<file path="src/rtl/seven_seg_scan_ctrl.sv">
// Multiplexed common-anode 7-segment scanner: frame-synchronous shadow, leading-zero blanking, PWM dimming.
// Optional lamp test (adds port lamp_test) is enabled by defining SEVEN_SEG_LAMP_TEST_EN.
module seven_seg_scan_ctrl #(
  parameter int DIGITS        = 4,
  parameter int CLK_DIV_WIDTH = 16,
  parameter int BRIGHT_WIDTH  = 4
) (
  input  logic                    clk,
  input  logic                    rst_n,
  input  logic [DIGITS*4-1:0]     val,
  input  logic [DIGITS-1:0]       dp_in,
  input  logic [DIGITS-1:0]       digit_en,
  input  logic [BRIGHT_WIDTH-1:0] brightness,
  input  logic                    lz_blank,
`ifdef SEVEN_SEG_LAMP_TEST_EN
  input  logic                    lamp_test,
`endif
  output logic [6:0]              seg,
  output logic                    dp,
  output logic [DIGITS-1:0]       an
);

  localparam int IDX_W = (DIGITS > 1) ? $clog2(DIGITS) : 1;
  localparam logic [IDX_W-1:0] LAST_IDX = IDX_W'(DIGITS - 1);

  logic [CLK_DIV_WIDTH-1:0] slot_cnt_r;
  logic [IDX_W-1:0]         digit_idx_r;
  logic [DIGITS*4-1:0]      val_sh_r;
  logic [DIGITS-1:0]        dp_sh_r;
  logic [DIGITS-1:0]        en_sh_r;
  logic [BRIGHT_WIDTH-1:0]  bright_sh_r;
  logic                     lz_sh_r;
  logic [6:0]               seg_r;
  logic                     dp_r;
  logic [DIGITS-1:0]        an_r;

  logic                     slot_wrap_s;
  logic                     frame_end_s;
  logic                     lamp_s;
  logic [DIGITS-1:0]        supp_s;
  logic [3:0]               cur_nib_s;
  logic                     cur_en_s;
  logic                     cur_dp_s;
  logic                     cur_supp_s;
  logic                     visible_s;
  logic                     pwm_on_s;
  logic                     an_on_s;
  logic [6:0]               seg_nxt_s;
  logic                     dp_nxt_s;
  logic [DIGITS-1:0]        an_nxt_s;

  function automatic logic [6:0] seg_decode(input logic [3:0] nib);
    logic [6:0] s;
    case (nib)
      4'h0: s = 7'h40;
      4'h1: s = 7'h79;
      4'h2: s = 7'h24;
      4'h3: s = 7'h30;
      4'h4: s = 7'h19;
      4'h5: s = 7'h12;
      4'h6: s = 7'h02;
      4'h7: s = 7'h78;
      4'h8: s = 7'h00;
      4'h9: s = 7'h10;
      4'hA: s = 7'h08;
      4'hB: s = 7'h03;
      4'hC: s = 7'h46;
      4'hD: s = 7'h21;
      4'hE: s = 7'h06;
      4'hF: s = 7'h0E;
      default: s = 7'h7F;
    endcase
    return s;
  endfunction

`ifdef SEVEN_SEG_LAMP_TEST_EN
  assign lamp_s = lamp_test;
`else
  assign lamp_s = 1'b0;
`endif

  assign slot_wrap_s = &slot_cnt_r;
  assign frame_end_s = slot_wrap_s && (digit_idx_r == LAST_IDX);

  // Leading-zero mask: digit k>0 blanks when it and every more significant nibble is zero
  always_comb begin
    logic zero_run;
    zero_run = 1'b1;
    supp_s   = '0;
    for (int k = DIGITS - 1; k >= 0; k--) begin
      zero_run = zero_run & (val_sh_r[4*k +: 4] == 4'h0);
      if (k != 0) begin
        supp_s[k] = lz_sh_r & zero_run;
      end else begin
        supp_s[k] = 1'b0;
      end
    end
  end

  // Next-output decode for the digit currently being scanned
  always_comb begin
    cur_nib_s  = val_sh_r[{digit_idx_r, 2'b00} +: 4];
    cur_en_s   = en_sh_r[digit_idx_r];
    cur_dp_s   = dp_sh_r[digit_idx_r];
    cur_supp_s = supp_s[digit_idx_r];
    visible_s  = lamp_s | (cur_en_s & (~cur_supp_s | cur_dp_s));
    pwm_on_s   = lamp_s | (slot_cnt_r[CLK_DIV_WIDTH-1 -: BRIGHT_WIDTH] < bright_sh_r);
    // slot_cnt==0 is the dead time that lets segments settle with every anode off
    an_on_s    = visible_s && (slot_cnt_r != '0) && pwm_on_s;
    if (lamp_s) begin
      seg_nxt_s = 7'h00;
      dp_nxt_s  = 1'b0;
    end else if (cur_en_s && !cur_supp_s) begin
      seg_nxt_s = seg_decode(cur_nib_s);
      dp_nxt_s  = ~cur_dp_s;
    end else begin
      seg_nxt_s = 7'h7F;
      dp_nxt_s  = ~(cur_en_s & cur_dp_s);
    end
    an_nxt_s = {DIGITS{1'b1}};
    if (an_on_s) begin
      an_nxt_s[digit_idx_r] = 1'b0;
    end else begin
      an_nxt_s = {DIGITS{1'b1}};
    end
  end

  // Slot counter and digit scan index
  always_ff @(posedge clk or negedge rst_n) begin
    if (!rst_n) begin
      slot_cnt_r  <= '0;
      digit_idx_r <= '0;
    end else begin
      slot_cnt_r <= slot_cnt_r + CLK_DIV_WIDTH'(1);
      if (slot_wrap_s) begin
        if (digit_idx_r == LAST_IDX) begin
          digit_idx_r <= '0;
        end else begin
          digit_idx_r <= digit_idx_r + IDX_W'(1);
        end
      end
    end
  end

  // Shadow snapshot taken on the last clock of a frame
  always_ff @(posedge clk or negedge rst_n) begin
    if (!rst_n) begin
      val_sh_r    <= '0;
      dp_sh_r     <= '0;
      en_sh_r     <= '0;
      bright_sh_r <= '0;
      lz_sh_r     <= 1'b0;
    end else if (frame_end_s) begin
      val_sh_r    <= val;
      dp_sh_r     <= dp_in;
      en_sh_r     <= digit_en;
      bright_sh_r <= brightness;
      lz_sh_r     <= lz_blank;
    end
  end

  // Registered pin drivers
  always_ff @(posedge clk or negedge rst_n) begin
    if (!rst_n) begin
      seg_r <= 7'h7F;
      dp_r  <= 1'b1;
      an_r  <= {DIGITS{1'b1}};
    end else begin
      seg_r <= seg_nxt_s;
      dp_r  <= dp_nxt_s;
      an_r  <= an_nxt_s;
    end
  end

  assign seg = seg_r;
  assign dp  = dp_r;
  assign an  = an_r;

endmodule
</file>
<file path="config.mk">
export PLATFORM = sky130hd
export DESIGN_NAME = seven_seg_scan_ctrl
export DESIGN_NICKNAME = d
export VERILOG_FILES = /design/src/rtl/seven_seg_scan_ctrl.sv
export SDC_FILE = /design/constraint.sdc
export NUM_CORES = 1
export LEC_CHECK = 0
export CAP_MARGIN = 5
export CORE_AREA = 3 3 78 80
export CTS_BUF_LIST = sky130_fd_sc_hd__clkbuf_8 sky130_fd_sc_hd__clkbuf_16
export DETAILED_ROUTE_END_ITERATION = 8
export DIE_AREA = 0 0 81 83
export DONT_BUFFER_PORTS = 1
export PLACE_DENSITY = 0.71
export RECOVER_POWER = 100
export SYNTH_ARGS = -nofsm -noshare
export SYNTH_HDL_FRONTEND = slang
export SYNTH_SLANG_ARGS = --single-unit
export TNS_END_PERCENT = 1
</file>
<file path="constraint.sdc">
create_clock -name clk -period 3.8 [get_ports clk]
set_clock_uncertainty 0.2 [all_clocks]
set_input_delay 0.38 -clock clk [delete_from_list [all_inputs] [get_ports clk]]
set_output_delay 0.38 -clock clk [all_outputs]
set_load 0.02 [all_outputs]
</file>
======== After elaboration in Yosys (flattened, before gate mapping) ========
Memory sizes are Yosys's and may differ from the RTL's.
Cells that the tools add are included.
storage, ports and cells
  flip-flop bits (word level) ............. 59
  memory bits (read-only) ................. 112
  input bits .............................. 31
  logic and storage cells ................. 53
  memories kept ........................... 1
cells by class
  add/sub/neg operators ................... 2
  magnitude comparators ................... 3
  equal/unequal tests ..................... 1
  shift-type cells ........................ 1
  mux-type cells .......................... 12
  bitwise gates (word level) .............. 12
  reductions and logical operators ........ 11
memory list
  name              depth  bits a word  read ports  clocked after Yosys merged registers in  write ports  RTL line  source
  (name not given)  16     7            1           0                                        0            54        case (nib)
operator list
  cell                   number
  $add 16x1->16 const B  1
  $reduce_and 16->1      1
  $reduce_bool 16->1     1
  $shiftx 16x5->4        1
  $logic_not 4->1        3
  $and 1x1->1            7
  $mux 7                 1
  $bmux 1 s2             3
  $logic_and 1x1->1      5
  $mux 1                 5
  $lt 4x4->1             1
  $mux 4                 1
  $not 4->4              1
  $lt 2x3->1 const B     1
  $not 1->1              3
  $add 2x1->2 const B    1
  $demux 1 s2            1
  $eq 2x2->1 const B     1
  $ge 2x1->1 const B     1
  $mux 2                 1
  $logic_not 1->1        1
  $or 1x1->1             1

======== Longest topological paths before layout ========
Gate-level depths: netlist (run 1).
  depth after elaboration ................. 12
  mapped depth ............................ 9
  mapped depth without buffers ............ 7

======== Worst setup path after synthesis (run 1) ========
OpenSTA, ideal clock, no wires.
  kind .................................... register to register
  start point ............................. register digit_idx_r[0]
  end point ............................... register seg_r[0], in the netlist seg[0]
  setup time .............................. 0.066 ns
  data arrival time ....................... 2.345 ns
  setup slack ............................. 1.189 ns
  cell stages (with the launch flop) ...... 10
  cell sequence ........................... dfrtp_1 -> buf_2 -> mux4_2 -> inv_1 -> ha_1 -> clkbuf_1 -> mux2i_1 -> a221oi_1 -> o31ai_1 -> nand4_1
between the ends
  longest elaborated chain between the ends .. 5
  elaborated cells on any way between the ends .. 9
  those cells by class .................... 1 x shift; 5 x mux; 2 x reduce/logical; 1 x memory
RTL lines
  what                                                  RTL line  source
  start: declaration                                    27        logic [IDX_W-1:0] digit_idx_r;
  start signal: assignment                              139       digit_idx_r <= digit_idx_r + IDX_W'(1);
  branches (longest 4 deep; another with $mem_v2 16x7)  n/a
  $mux 7 *                                              113       end else if (cur_en_s && !cur_supp_s) begin
  named net seg_nxt_s[0]                                48        logic [6:0] seg_nxt_s;
  end signal: assignment                                169       seg_r <= seg_nxt_s;
  end: declaration                                      33        logic [6:0] seg_r;
Mark *: on every way through the listed nets, which the timed path passes. The select of a mux whose other input is x is not followed.
A chain may end at the register's enable or synchronous reset.

======== Final worst setup path (run 1) ========
  start point ............................. register digit_idx_r[0]
  end point ............................... register en_sh_r[2]
between the ends
  longest elaborated chain between the ends .. 2
RTL lines
  what                    RTL line  source
  $eq 2x2->1              83        assign frame_end_s = slot_wrap_s && (digit_idx_r == LAST_IDX);
  $logic_and 1x1->1       83
  end signal: assignment  156       en_sh_r <= digit_en;
  end: declaration        30        logic [DIGITS-1:0] en_sh_r;
Every way passes these cells.

==> results.md, run 1 <==
- The first-pass iteration count of the detailed router is 4.
- The critical path contains buffers and inverters numbering 2 combined.
- Clock-pin slew was measured on the worst setup and hold paths at 70 ps.
- The count of buffers added on input and output ports is 0.
- The violation count after the first detailed-route iteration is 198.
- Across all hold checks on the routed design, the worst slack comes to about 310 ps.
- The detailed-route wire length per cell is 16.9 µm.
- The run finished with clean final reports.
- The count of mapped cells out of synthesis is 233.
- The overall routed net length is 5840 µm.
- By area the synthesized netlist is led by sky130_fd_sc_hd__dfrtp_1 39%, sky130_fd_sc_hd__dfstp_2 11%, sky130_fd_sc_hd__mux2_2 9.8%, sky130_fd_sc_hd__ha_1 6.3%, sky130_fd_sc_hd__mux4_2 4.5%.
- The via count of the first global-routing pass is 2012.
- The initial antenna violation count was 0.
- The half-perimeter wire length after detailed placement is 3740 µm.
- The endpoint required time on the critical path is approximately 3800 ps.
- The overall track demand over capacity in global routing is 19.6%.
- For this run, design rule violations remaining after detail routing come to 0.
- In this run the clock root is driven by a sky130_fd_sc_hd__clkbuf_8.
- The startpoint identified for the worst register-to-register timing path is digit_idx_r[0]$_DFFE_PN0P_.
- The routed layout has 1977 vias.
- The number of max-capacitance violations reported is 0.
- The post-synthesis net count is 279.
- The worst setup path category is register to register.
- The critical path goes through ha_1 > inv_1 > nor4_1 > clkbuf_2 > mux2_2.
- The part of the cycle the worst path needs is about four fifths.
- 43 I/O pins were placed.
- The commonest register cell after synthesis is sky130_fd_sc_hd__dfrtp_1.
- Setup violations remaining at the end of the flow were counted as 0.
- The first global-routing pass estimated 9980 µm of wire.
- Buffers inserted during clock tree synthesis total 9.
- The origin of the worst min-delay path is en_sh_r[0]$_DFFE_PN0P_.
- The post-detailed-route count of antenna-violating nets is 0.
- The average instance in the mapped netlist occupies 12.8 µm².
- The core region area is 5470 µm².
- Leaving out fill and tap cells, the most frequent cells in the layout are 47 x sky130_fd_sc_hd__dfrtp_1, 30 x sky130_fd_sc_hd__dlygate4sd3_1, 26 x sky130_fd_sc_hd__mux2_2.
- The die height is roughly 83 µm.
- The post-route netlist has about a fifth of its cells at a drive strength greater than 1.
- The highest clock rate is 0.334 GHz.
- The core occupancy in the finished layout is 64.3%.
- In the final design database the tool counted 314 nets.
- The synthesized design contains 0 enable-type register cells.
- The initial utilization of the core area, before any placement, comes to 54.6%.
- For this design the ratio of total power to cell area is ~340 nW/µm².
- 0 antenna diodes ended up in the layout.
- The worst setup path is launched from a register.
- The largest incremental delay on the critical path is 730 ps.
- The kind of cell adding the most delay to the critical path is flip-flops.
- For the pin with the worst max-slew slack, the measured transition is 723 ps.
- The largest fanout on the critical path is 28.
- Entering global routing, the biggest net connects 60 pins.
- The number of max-slew violations in the final report is 0.
- The largest area contributor in the synthesized netlist is sky130_fd_sc_hd__dfrtp_1.
- Sequential elements use 49.9% of the synthesized area.
- The clock tree from TritonCTS is done.
- Synthesis inferred 59 register bits.
- In this run the critical register-to-register path is captured at en_sh_r[2]$_DFFE_PN0P_.
- The clock network latency to the later pin of the worst-skew pair is 350 ps.
- The fraction of synthesized cell area taken by the top area cell type is 39.4%.
- Setup repair after global routing left no endpoint under its margin.
- The leakage component of the power is 1.51 nW.
- The die covers 6720 µm².
- The maximum clock insertion buffer count is 2.
- Leaving out fill and tap cells, the most frequent cell in the layout is sky130_fd_sc_hd__dfrtp_1.
- For the worst setup path, the data arrival time is 3030 ps.
- Routability-driven placement finished with a final weighted congestion of 0.823.
- The worst reg2reg path depth is 5.
- The layout has about 450 filler cells.
- The setup slack of the worst register-to-register path is 810 ps.
- The class of the most critical hold timing path is register to register.
- The mean number of vias per cell is 5.73.
- For this run the aggregate overflow at the end of global routing stands at 0.
- The shortest clock period the worst path allows after layout is about 3000 ps.
- The slowest stage of the critical path is the sky130_fd_sc_hd__dfrtp_1 cell.
- The area growth from synthesis to layout is 17.8%.
- The clock net in this run drives a total of 59 sinks.
- The end point of the worst hold path is en_sh_r[0]$_DFFE_PN0P_.
- After synthesis the cells add up to about 3000 µm².
- Counting instances, the worst hold path has a depth of 1.
- The peak ir drop on the vdd network is about 0.20 mV.
- The share of synthesized registers carrying an async set or reset is 100%.
- After floorplanning, the core was divided into 27 placement rows.
- The H-tree generated during clock tree synthesis spans 3 levels.
- The headroom to the max-slew limit is 51.8%.
- The distinct cell type count of the synthesized netlist is 43.
- For this run, the number of Yosys warnings is 0.
- The number of hold violations in the final report was 0.
- The worst path meets setup with 806 ps of slack.
- From left edge to right edge, the die measures 81 µm.
- The worst setup path is captured at a register.
- Before CTS, the worst setup slack after placement is 989 ps.
- The setup TNS is 0 ps.
-- power by group --
part | switching (mW) | internal (mW)
sequential | 0 | 0.628
combinational | 0.0165 | 0.0236
clock | 0.250 | 0.267
-- per-layer routing --
layer  global-route usage, %  wire [µm]
met1                    28.6       2840
met2                    25.9       2520
met3                    5.97        328
met4                    10.3        148
met5                       0          0
-- final cells by class --
class | instances | area (µm²) | area share (%)
sequential | 59 | 1490 | 42.4
multi-input combinational | 154 | 1380 | 39.2
timing repair buffer | 32 | 333 | 9.46
clock buffer | 11 | 151 | 4.30
tap | 72 | 90.1 | 2.56
inverter | 12 | 45.0 | 1.28
clock inverter | 5 | 27.5 | 0.782
-- flip-flops by register name (all words and copies together), names as in the netlist --
| name | flops |
|---|---|
| digit_idx_r | 2 |
| seg | 7 |
| dp | 1 |
| en_sh_r | 4 |
| dp_sh_r | 4 |
| bright_sh_r | 4 |
| val_sh_r | 16 |
| an | 4 |
| slot_cnt_r | 16 |
| lz_sh_r | 1 |
-- kinds of logic (layout without fill, tap and decap cells) --
family | Yosys count | count (layout) | share of synthesized area [%]
buffers and inverters | 20 | 60 | 3.27
multiplexers | 48 | 48 | 20.1
AND/OR/NAND/NOR | 56 | 56 | 11.3
adder cells (fa/ha/maj) | 15 | 15 | 6.28
XOR/XNOR | 15 | 15 | 4.40
AO/OA/AOI/OAI | 20 | 20 | 4.69
flip-flops | 59 | 59 | 49.9
-- synthesized netlist by cell type, drive strengths merged, types with 2 or more instances --
master	number
clkbuf	2
xor2	5
nor4	6
and4	2
inv	12
nor3b	2
buf	6
nand2	9
o21ai	6
mux4	6
o21a	2
nor3	6
mux2i	6
o2111ai	4
xnor2	10
dfrtp	47
nand4	8
nand3	11
dfstp	12
o211ai	2
and3	3
mux2	36
ha	15
nor2	4
-- worst reg2reg max path, cell delays in order (launching register included) --
cell and delay (ps):
sky130_fd_sc_hd__dfrtp_1 730, sky130_fd_sc_hd__ha_1 310, sky130_fd_sc_hd__inv_1 50, sky130_fd_sc_hd__nor4_1 480
sky130_fd_sc_hd__clkbuf_2 670, sky130_fd_sc_hd__mux2_2 430
-- repair_timing --
item	in CTS	in global routing
buffers inserted	0	0
hold buffers	31	0
gates resized for setup	0	0
hold endpoints to repair	88	0
-- how the worst max path moves through the flow --
stage	start	endpoint	cells past startpoint	slack, ps
6_report	digit_idx_r[0]$_DFFE_PN0P_	en_sh_r[2]$_DFFE_PN0P_	5	810
5_1_grt	digit_idx_r[0]$_DFFE_PN0P_	en_sh_r[2]$_DFFE_PN0P_	5	510
4_1_cts	digit_idx_r[0]$_DFFE_PN0P_	seg[0]$_DFF_PN1_	7	970
3_5_place_dp	digit_idx_r[0]$_DFFE_PN0P_	seg[0]$_DFF_PN1_	7	990
3_3_place_gp	digit_idx_r[0]$_DFFE_PN0P_	seg[0]$_DFF_PN1_	7	1070
2_1_floorplan	digit_idx_r[0]$_DFFE_PN0P_	seg[0]$_DFF_PN1_	9	1190
-- through the flow --
| stage | area, µm² | instances | total power [mW] |
|---|---|---|---|
| after detailed placement | 3030 | 298 | 0.640 |
| after CTS | 3540 | 345 | 1.20 |
| after global routing | 3520 | 345 | 1.23 |
| after floorplan | 2990 | 233 | 0.640 |
| after global placement | 3030 | 298 | 0.640 |
| final | 3520 | 345 | 1.18 |
Note: power is estimated with default switching activity, not from simulation.
==> inputs of run 2 (changes only) <==
==> constraint.sdc (replaced) <==
create_clock -name clk -period 2.85 [get_ports clk]
set_clock_uncertainty 0.2 [all_clocks]
set_input_delay 0.285 -clock clk [delete_from_list [all_inputs] [get_ports clk]]
set_output_delay 0.285 -clock clk [all_outputs]
set_load 0.02 [all_outputs]
==> run 2 against run 1 <==
Net effect: critical endpoint is now seg[0]$_DFF_PN1_; power grew 37%; highest routed layer unchanged; global-route usage is the same; hold slack lost 1.9 ps; wire length shrank 2.2%; die area is the same; final cell count grew 0.58%; critical path depth grew 2; worst setup slack lost 330 ps; largest power group unchanged.
==> results.md, run 2 (same netlist as run 1, synthesis figures left out) <==
- The slew at the pin with the worst max-slew slack is 1380 ps.
- The initial standard-cell utilization of the core is 54.6%.
- In this run, CTS created clock tree buffers numbering 9.
- The H-tree was split into 3 levels.
- The highest clock rate is 0.422 GHz.
- The kind of cell adding the most delay to the critical path is multiplexers.
- The worst hold margin is ~300 ps.
- The final route contains ~2000 vias.
- 43 I/O pins were placed.
- The clock tree from TritonCTS is done.
- In the global route stage, met3 resource usage came out at 5.86%.
- The number of buffers and inverters on the critical path is 1.
- During placement, the flow inserted port buffers numbering 0.
- The fill cell total of the finished layout is 425.
- Measured along the x axis, the die boundary spans ~81 µm.
- For this design the static power due to leakage is 1.54 nW.
- Global routing used 28.0% of the available met1 tracks.
- The core region area is 5470 µm².
- The area growth from synthesis to layout is 19.1%.
- Setup violations remaining at the end of the flow were counted as 0.
- The via count of the first global-routing pass is 2000.
- The total power density per cell area is 456 nW/µm².
- The number of max-slew violations in the final report is 0.
- The layout cell share with drive strength beyond 1 is 19.3%.
- The clock network latency to the later pin of the worst-skew pair is around 340 ps.
- The detailed-route wire length per cell is 16.5 µm.
- Adding up every negative setup slack in the final design gives 0 ps.
- Across the run, the number of max-cap violations was 0.
- Summed over all nets, the half-perimeter wirelength after detailed placement is between 3000 and 4000 µm.
- The maximum clock insertion buffer count is 2.
- The die height is 83 µm.
- In the final design database the tool counted 316 nets.
- The largest fanout on the critical path is 10.
- Setup repair after global routing left no endpoint under its margin.
- The peak ir drop on the vdd network is 0.271 mV.
- The most frequent standard cell in the layout excluding fill and tap cells is sky130_fd_sc_hd__dfrtp_1.
- In the layout the commonest cells are 47 x sky130_fd_sc_hd__dfrtp_1, 30 x sky130_fd_sc_hd__dlygate4sd3_1, 25 x sky130_fd_sc_hd__mux2_2.
- The slowest stage of the critical path is the sky130_fd_sc_hd__mux4_2 cell.
- The arrival time reported for the critical path endpoint is around 2400 ps.
- The critical path launch point type is a register.
- For the worst setup path, the data required time is 2920 ps.
- The worst hold path belongs to the class register to register.
- Row generation in the floorplan step produced 27 rows.
- The placer congestion estimate is roughly 0.8.
- The headroom to the max-slew limit is under 10%.
- For this block, the initial DRC count from the detailed router was 100.
- The post-detailed-route count of antenna-violating nets is 0.
- Traced cell by cell, the critical path runs through mux4_2 > inv_1 > ha_1 > mux2i_1 > a221oi_1 > o31ai_1 > nand4_1.
- For this run, design rule violations remaining after detail routing come to 0.
- The post-cts gate resize count is 0.
- The shortest clock period the worst path allows after layout is 2370 ps.
- Clock-pin slew was measured on the worst setup and hold paths at 60 ps.
- The initial antenna violation count was 0.
- The number of hold violations in the final report came to 0.
- In the finished design, the share of the clock period the worst path needs comes to ~83%.
- After detailed routing, the number of vias per cell comes to 5.69.
- The largest incremental delay on the critical path is 570 ps.
- The global-route wire length before repair is 9980 µm.
- The overall track demand over capacity in global routing is 19.6%.
- The first TritonRoute pass finished after 4 iterations.
- The tree is rooted in a sky130_fd_sc_hd__clkbuf_8.
- Entering global routing, the biggest net connects 60 pins.
- In this run the most used layer during global routing was met1.
- The number of antenna diodes in the final layout is 0.
- The overall routed net length is 5710 µm.
- The setup slack of the worst register-to-register path is roughly 480 ps.
- After global routing the overflow that remains totals 0.
- STA classifies the critical path endpoint as a register.
- The die covers 6720 µm².
- The worst setup path category is register to register.
- For this design, the sink count on the clock tree is 59.
- The run finished with clean final reports.
- The met2 demand-to-capacity share in global routing is 27.4%.
[run 2: cell count changes in the layout (fill, tap and decap cells not counted)]
cell	delta
sky130_fd_sc_hd__clkbuf_8	-1
sky130_fd_sc_hd__inv_1	+1
sky130_fd_sc_hd__clkinv_2	-1
sky130_fd_sc_hd__nor4_4	+1
sky130_fd_sc_hd__buf_4	+2
sky130_fd_sc_hd__mux2_1	+1
sky130_fd_sc_hd__bufinv_16	+1
sky130_fd_sc_hd__mux2_2	-1
sky130_fd_sc_hd__buf_16	-1
sky130_fd_sc_hd__buf_12	+1
sky130_fd_sc_hd__nor4_1	-1
[run 2: metal layers]
layer  up-vias  part of all wire, %
li1        929                    -
met1       968                   47
met2        66                   45
met3        12                  5.9
met4         0                  2.3
met5         -                    0
[run 2: final timing paths]
check | from | endpoint | depth (start not counted)
min | en_sh_r[0]$_DFFE_PN0P_ | en_sh_r[0]$_DFFE_PN0P_ | 1
max in group asynchronous | rst_n | val_sh_r[11]$_DFFE_PN0P_ | 2
min in group asynchronous | rst_n | slot_cnt_r[8]$_DFF_PN0_ | 2
min reg2reg | en_sh_r[0]$_DFFE_PN0P_ | en_sh_r[0]$_DFFE_PN0P_ | 1
max reg2reg | digit_idx_r[0]$_DFFE_PN0P_ | seg[0]$_DFF_PN1_ | 7
max | digit_idx_r[0]$_DFFE_PN0P_ | seg[0]$_DFF_PN1_ | 7
[run 2: cell type report]
type | count | area [µm²] | area share [%]
clock buffers | 10 | 138 | 3.87
multi-input cells | 154 | 1400 | 39.3
repair buffers | 34 | 340 | 9.57
inverters | 12 | 45.0 | 1.27
flip-flops and latches | 59 | 1490 | 41.9
clock inverters | 6 | 56.3 | 1.58
well taps | 72 | 90.1 | 2.53
[run 2: per-stage QoR]
stage / setup slack (ps) / power [mW] / cell area, µm² / std cells / util, %
2_1_floorplan: 239 / 0.854 / 2990 / 233 / -
6_report: 480 / 1.62 / 3560 / 347 / 65.0
3_5_place_dp: 500 / 0.854 / 3060 / 300 / 55.9
5_1_grt: 280 / 1.68 / 3560 / 347 / 65.0
4_1_cts: 479 / 1.65 / 3580 / 347 / 65.5
3_3_place_gp: 546 / 0.854 / 3060 / 300 / 55.9
[run 2: worst register-to-register path: cells and delay by family, from the launching register on]
kind	cells	cell delay (ps)
multiplexers	2	680
flip-flops	1	400
AO/OA/AOI/OAI	2	380
adder cells (fa/ha/maj)	1	360
buffers and inverters	1	160
AND/OR/NAND/NOR	1	110
[run 2: repair_timing]
| action | in CTS | in global routing |
|---|---|---|
| hold buffers | 31 | 0 |
| buffers inserted | 0 | 0 |
| hold endpoints to repair | 88 | 0 |
[run 2: where the power goes]
group	switching [mW]	total (mW)	internal, mW	leakage, nW
combinational	0.0205	0.0484	0.0279	0.685
sequential	0	0.837	0.837	0.752
clock	0.319	0.738	0.419	0.103
total	0.340	1.62	1.28	1.54
